`src/rtl/alu_pkg.sv`:
```
// Shared constants and types for the shared-ALU arbiter slice.
// The optional control-code check is enabled by defining ALU_SHARE_CTL_CHECK_EN.
package alu_pkg;

    localparam int unsigned ALU_WIDTH = 32;

    localparam logic [2:0] CTL_AND = 3'b000;
    localparam logic [2:0] CTL_OR  = 3'b001;
    localparam logic [2:0] CTL_ADD = 3'b010;
    localparam logic [2:0] CTL_SUB = 3'b110;
    localparam logic [2:0] CTL_SLT = 3'b111;

    typedef logic req_id_t;

    // Output register states.
    localparam logic ST_EMPTY = 1'b0;
    localparam logic ST_FULL  = 1'b1;

    function automatic logic ctl_illegal(input logic [2:0] ctl);
        return (ctl == 3'b011) || (ctl == 3'b100) || (ctl == 3'b101);
    endfunction

endpackage

```
`src/rtl/alu.sv`:
```
// Existing combinational ALU: AND/OR/ADD/SUB/SLT selected by ALUCtl, ZF flags a zero result.
module alu
    import alu_pkg::*;
#(
    parameter int unsigned WIDTH = ALU_WIDTH
) (
    input  logic [2:0]       ALUCtl,
    input  logic [WIDTH-1:0] OP1,
    input  logic [WIDTH-1:0] OP2,
    output logic [WIDTH-1:0] Res,
    output logic             ZF
);

    always_comb begin
        Res = '0;
        case (ALUCtl)
            CTL_AND: Res = OP1 & OP2;
            CTL_OR:  Res = OP1 | OP2;
            CTL_ADD: Res = OP1 + OP2;
            CTL_SUB: Res = OP1 - OP2;
            CTL_SLT: Res = {{(WIDTH-1){1'b0}}, ($signed(OP1) < $signed(OP2))};
            default: Res = '0;
        endcase
    end

    assign ZF = (Res == '0);

endmodule

```
`src/rtl/alu_share_arbiter_rr_arb2.sv`:
```
// Two-input round-robin picker; the favour pointer moves past the winner only on an accept.
module rr_arb2
    import alu_pkg::*;
(
    input  logic       clk,
    input  logic       rst_n,
    input  logic [1:0] valid,
    input  logic       accept,
    output logic [1:0] grant,
    output req_id_t    winner
);

    // favour = requester that wins when both are valid
    req_id_t favour;

    assign grant[0] = valid[0] & (~valid[1] | (favour == 1'b0));
    assign grant[1] = valid[1] & (~valid[0] | (favour == 1'b1));
    assign winner   = grant[1];

    always_ff @(posedge clk or negedge rst_n) begin
        if (!rst_n) begin
            favour <= 1'b0;
        end else if (accept) begin
            favour <= ~winner;
        end
    end

endmodule

```
`src/rtl/alu_share_arbiter.sv`:
```
// Shares one ALU between two valid/ready requesters with a one-entry tagged result register.
// Define ALU_SHARE_CTL_CHECK_EN to flag control codes 011/100/101 via rsp_err.
module alu_share_arbiter
    import alu_pkg::*;
#(
    parameter int unsigned WIDTH = ALU_WIDTH
) (
    input  logic             clk,
    input  logic             rst_n,
    input  logic             req0_valid,
    output logic             req0_ready,
    input  logic [WIDTH-1:0] req0_op1,
    input  logic [WIDTH-1:0] req0_op2,
    input  logic [2:0]       req0_ctl,
    input  logic             req1_valid,
    output logic             req1_ready,
    input  logic [WIDTH-1:0] req1_op1,
    input  logic [WIDTH-1:0] req1_op2,
    input  logic [2:0]       req1_ctl,
    output logic             rsp_valid,
    input  logic             rsp_ready,
    output logic             rsp_id,
    output logic [WIDTH-1:0] rsp_res,
    output logic             rsp_zf,
    output logic             rsp_err
);

    logic             state;
    logic             can_accept;
    logic             accept;
    logic [1:0]       grant;
    req_id_t          winner;
    logic [WIDTH-1:0] sel_op1;
    logic [WIDTH-1:0] sel_op2;
    logic [2:0]       sel_ctl;
    logic [2:0]       alu_ctl;
    logic [WIDTH-1:0] alu_res;
    logic             alu_zf;
    logic             illegal;

    rr_arb2 u_arb (
        .clk    (clk),
        .rst_n  (rst_n),
        .valid  ({req1_valid, req0_valid}),
        .accept (accept),
        .grant  (grant),
        .winner (winner)
    );

    // rst_n gates readiness so nothing is offered while reset is held
    assign can_accept = rst_n & ((state == ST_EMPTY) | rsp_ready);
    assign accept     = can_accept & (|grant);
    assign req0_ready = can_accept & grant[0];
    assign req1_ready = can_accept & grant[1];
    assign rsp_valid  = (state == ST_FULL);

    assign sel_op1 = winner ? req1_op1 : req0_op1;
    assign sel_op2 = winner ? req1_op2 : req0_op2;
    assign sel_ctl = winner ? req1_ctl : req0_ctl;

`ifdef ALU_SHARE_CTL_CHECK_EN
    assign illegal = ctl_illegal(sel_ctl);
    assign alu_ctl = illegal ? CTL_AND : sel_ctl;
`else
    assign illegal = 1'b0;
    assign alu_ctl = sel_ctl;
`endif

    alu #(.WIDTH(WIDTH)) u_alu (
        .ALUCtl (alu_ctl),
        .OP1    (sel_op1),
        .OP2    (sel_op2),
        .Res    (alu_res),
        .ZF     (alu_zf)
    );

    always_ff @(posedge clk or negedge rst_n) begin
        if (!rst_n) begin
            state   <= ST_EMPTY;
            rsp_id  <= 1'b0;
            rsp_res <= '0;
            rsp_zf  <= 1'b0;
            rsp_err <= 1'b0;
        end else if (accept) begin
            state   <= ST_FULL;
            rsp_id  <= winner;
            rsp_res <= illegal ? '0 : alu_res;
            rsp_zf  <= illegal ? 1'b0 : alu_zf;
            rsp_err <= illegal;
        end else if (rsp_ready) begin
            state <= ST_EMPTY;
        end
    end

endmodule

```
`config.mk`:
```
export PLATFORM = sky130hd
export DESIGN_NAME = alu_share_arbiter
export DESIGN_NICKNAME = d
export VERILOG_FILES = /design/src/rtl/alu_pkg.sv /design/src/rtl/alu.sv /design/src/rtl/alu_share_arbiter_rr_arb2.sv /design/src/rtl/alu_share_arbiter.sv
export SDC_FILE = /design/constraint.sdc
export NUM_CORES = 1
export LEC_CHECK = 0
export ABC_CLOCK_PERIOD_IN_PS = 5000
export CAP_MARGIN = 20
export CORE_ASPECT_RATIO = 1.4
export CORE_MARGIN = 2
export CORE_UTILIZATION = 30
export CTS_CLUSTER_DIAMETER = 80
export DETAILED_ROUTE_END_ITERATION = 8
export SLEW_MARGIN = 20
export SYNTH_ARGS = -nofsm -noshare
export SYNTH_HDL_FRONTEND = slang
export SYNTH_HIERARCHICAL = 1
export SYNTH_SLANG_ARGS = --single-unit
export TNS_END_PERCENT = 20
```
`constraint.sdc`:
```
create_clock -name clk -period 5 [get_ports clk]
set_clock_uncertainty 0.2 [all_clocks]
set_input_delay 0.75 -clock clk [delete_from_list [all_inputs] [get_ports clk]]
set_output_delay 0.75 -clock clk [all_outputs]
set_load 0.1 [all_outputs]
```
==> impl_metrics.json <==
{
  "slew_viol_final": 0,
  "cts.sinks": 36,
  "violations": "negative setup slack",
  "cap_violations": 0,
  "required_ps": 4970,
  "clk_latency_ps": 280,
  "die_area_um2": 26300,
  "switchingPower_uw": 2320,
  "power_frac_seq": 0.103,
  "cts-root-buf": "clkbuf_16",
  "core_um2": 24700,
  "ys_seq_area_frac": 0.120,
  "max_stage_delay_ps": 350,
  "whs_ps": 158,
  "avgViaCountPerCell": 5.21,
  "worstMarginPinSlew_ps": 1020,
  "setup_slack_ps": -618,
  "portBuffers": 175,
  "syn-num-nets": 1223,
  "crit_path_start": "req0_valid",
  "synth_top_area_frac": 0.163,
  "syn_area_um2": 7510,
  "die_h_um": 191,
  "p_clk_frac": 0.069,
  "rows": 68,
  "outcome": "finished with violations",
  "area_delta_synth_final_pct": 68.8,
  "power.leakage_uw": 0.00604,
  "swShare": 0.524,
  "first_pass_iters": 5,
  "io_pins": 177,
  "combPwrFrac": 0.827,
  "die_w_um": 138,
  "wl_per_cell_um": 18.1,
  "synth_commonest_cells": "mux2_2, ha_1, inv_1",
  "syn_area_per_cell_um2": 7.63,
  "crit_top_cell": "buf_4",
  "vias": 9309,
  "utilization": 0.514,
  "start_util": 0.304,
  "ctsLongestPathBuffers": 2,
  "setup_viol": 2,
  "fmax_mhz": 178,
  "drt-initial-drc-count": 460,
  "ys_async_sr_fraction": 1.00,
  "ys.flop_type": "dfrtp_1",
  "h-tree-depth": 2,
  "startpoint_type": "input pin",
  "nNetsFinal": 1711,
  "r2r_start": "u_arb/favour",
  "synth_edf_count": 0,
  "p_int_uw": 2110,
  "synth.area.top_cells": "ha_1, mux2_2, dfrtp_1, inv_1, a21oi_1",
  "yosysMostFrequentCell": "mux2_2",
  "yosysWarnings": 6,
  "antennaDiodeCount": 0,
  "drive_gt1_frac": 0.369,
  "syn_inst": 984,
  "relSlewSlack": 0.317,
  "cp_max_fo": 5,
  "p_per_area_nw_per_um2": 349,
  "drc": 0,
  "reg2reg_depth": 26,
  "grtUsageTotal": 0.240,
  "grt_pass1_vias": 9294,
  "worstSetupPathType": "in2reg",
  "worst_hold_path_type": "in2async",
  "antenna_found_initial": 0,
  "grt_overflow": 0,
  "rsz0062_at_grt": "true",
  "cts_hold_buf": 0,
  "dpl.hpwl_um": 26700,
  "grt_max_degree": 29,
  "synth.distinct_cells": 82,
  "synth_top_cell_by_area": "ha_1",
  "end_kind": "flip-flop",
  "routed_wl_um": 32400,
  "critPathArrivalTime_ps": 5580,
  "place.gp.congestion": 0.979,
  "ir_drop_mv": 0.243,
  "period_needed_ps": 5620,
  "fin_tns_setup_ps": -1180,
  "cts_made_buffers": 5,
  "critPathSlowestCell": "mux2_4",
  "grt_pass1_wl_um": 49000,
  "path_clk_slew_ps": 60,
  "cts_tree": "built",
  "drtAntennaViolNets": 0,
  "ys_ff_latch": 36,
  "fin_crit_sh": 1.12,
  "finalHoldViolCount": 0
}
[sequential cells by signal (all words and copies together), names as in the netlist]
register      cells
rsp_id            1
rsp_res          32
rsp_valid         1
rsp_zf            1
u_arb/favour      1
[worst max-delay path: cells and delay by family]
kind                     cells  cell delay [ps]
buffers and inverters       16             2240
multiplexers                 3              810
AND/OR/NAND/NOR              3              660
adder cells (fa/ha/maj)      2              540
AO/OA/AOI/OAI                3              580
[power groups by stage]
stage | clock (uW) | combinational (uW) | sequential [uW]
5_1_grt | 324 | 3870 | 471
4_1_cts | 309 | 3580 | 458
3_5_place_dp | 0 | 3470 | 462
3_3_place_gp | 0 | 3460 | 458
6_report | 307 | 3660 | 457
2_1_floorplan | 0 | 1250 | 1260
[worst paths after layout]
kind                       slack (ps)            to
max                              -620   rsp_res[10]
min                               160  u_arb/favour
max reg2reg                      -310   rsp_res[10]
min reg2reg                       310    rsp_res[3]
max in group asynchronous        3770   rsp_res[11]
min in group clk                  310    rsp_res[3]
[metrics by stage]
| stage | std cells | total power [uW] | cell area (um^2) | setup slack [ps] |
|---|---|---|---|---|
| final | 1788 | 4430 | 12700 | -618 |
| after global routing | 1788 | 4660 | 12700 | -652 |
| after CTS | 1788 | 4350 | 12500 | -537 |
| after detailed placement | 1761 | 3940 | 12100 | -1580 |
| after global placement | 1761 | 3920 | 12100 | -1490 |
| after floorplan | 984 | 2510 | 7650 | -427 |
[area by class of cell]
class | instances | area, um^2
timing repair buffer | 540 | 4550
clock inverter | 3 | 18.8
inverter | 99 | 377
fill | 2388 | 12000
sequential | 36 | 901
tap | 315 | 394
clock buffer | 5 | 125
multi-input combinational | 790 | 6310
[layer usage]
metal  vias up  GRT usage  part of all wire
met5         -          0                 0
met4         0      0.105             0.050
met2       295      0.460              0.54
met1      4408      0.265              0.38
li1       4530          -                 -
met3        76     0.0178             0.039
[cells by family (layout without fill, tap and decap cells)]
family / after synthesis / count (layout) / share of synthesized area
simple gates: 269 / 272 / 0.174
xor+xnor: 20 / 20 / 0.0233
mux: 115 / 115 / 0.170
compound gates: 282 / 282 / 0.255
buf+inv: 161 / 647 / 0.0885
fa+ha+maj: 100 / 100 / 0.169
flops: 36 / 36 / 0.120
other cells: 1 / 1 / 0.000499
[layout by cell type (no fill, tap or decap), drive strengths merged, types with 16 or more instances in the layout]
cell           instances
buf                  368
clkdlybuf4s50        170
mux2                 102
inv                   98
ha                    98
nor2                  73
nand2                 72
a21oi                 68
o21ai                 55
dfrtp                 36
nand3                 23
nor3                  22
xnor2                 17
nor4                  16
[timing repair]
item / 4_1_cts / 5_1_grt
endpoints found under the setup margin: 14 / 7
gates resized for setup: 37 / 36
gates cloned: 3 / 0
pin swaps: 16 / 9
buffers inserted: 16 / 0
Note: power is estimated with default switching activity, not from simulation.
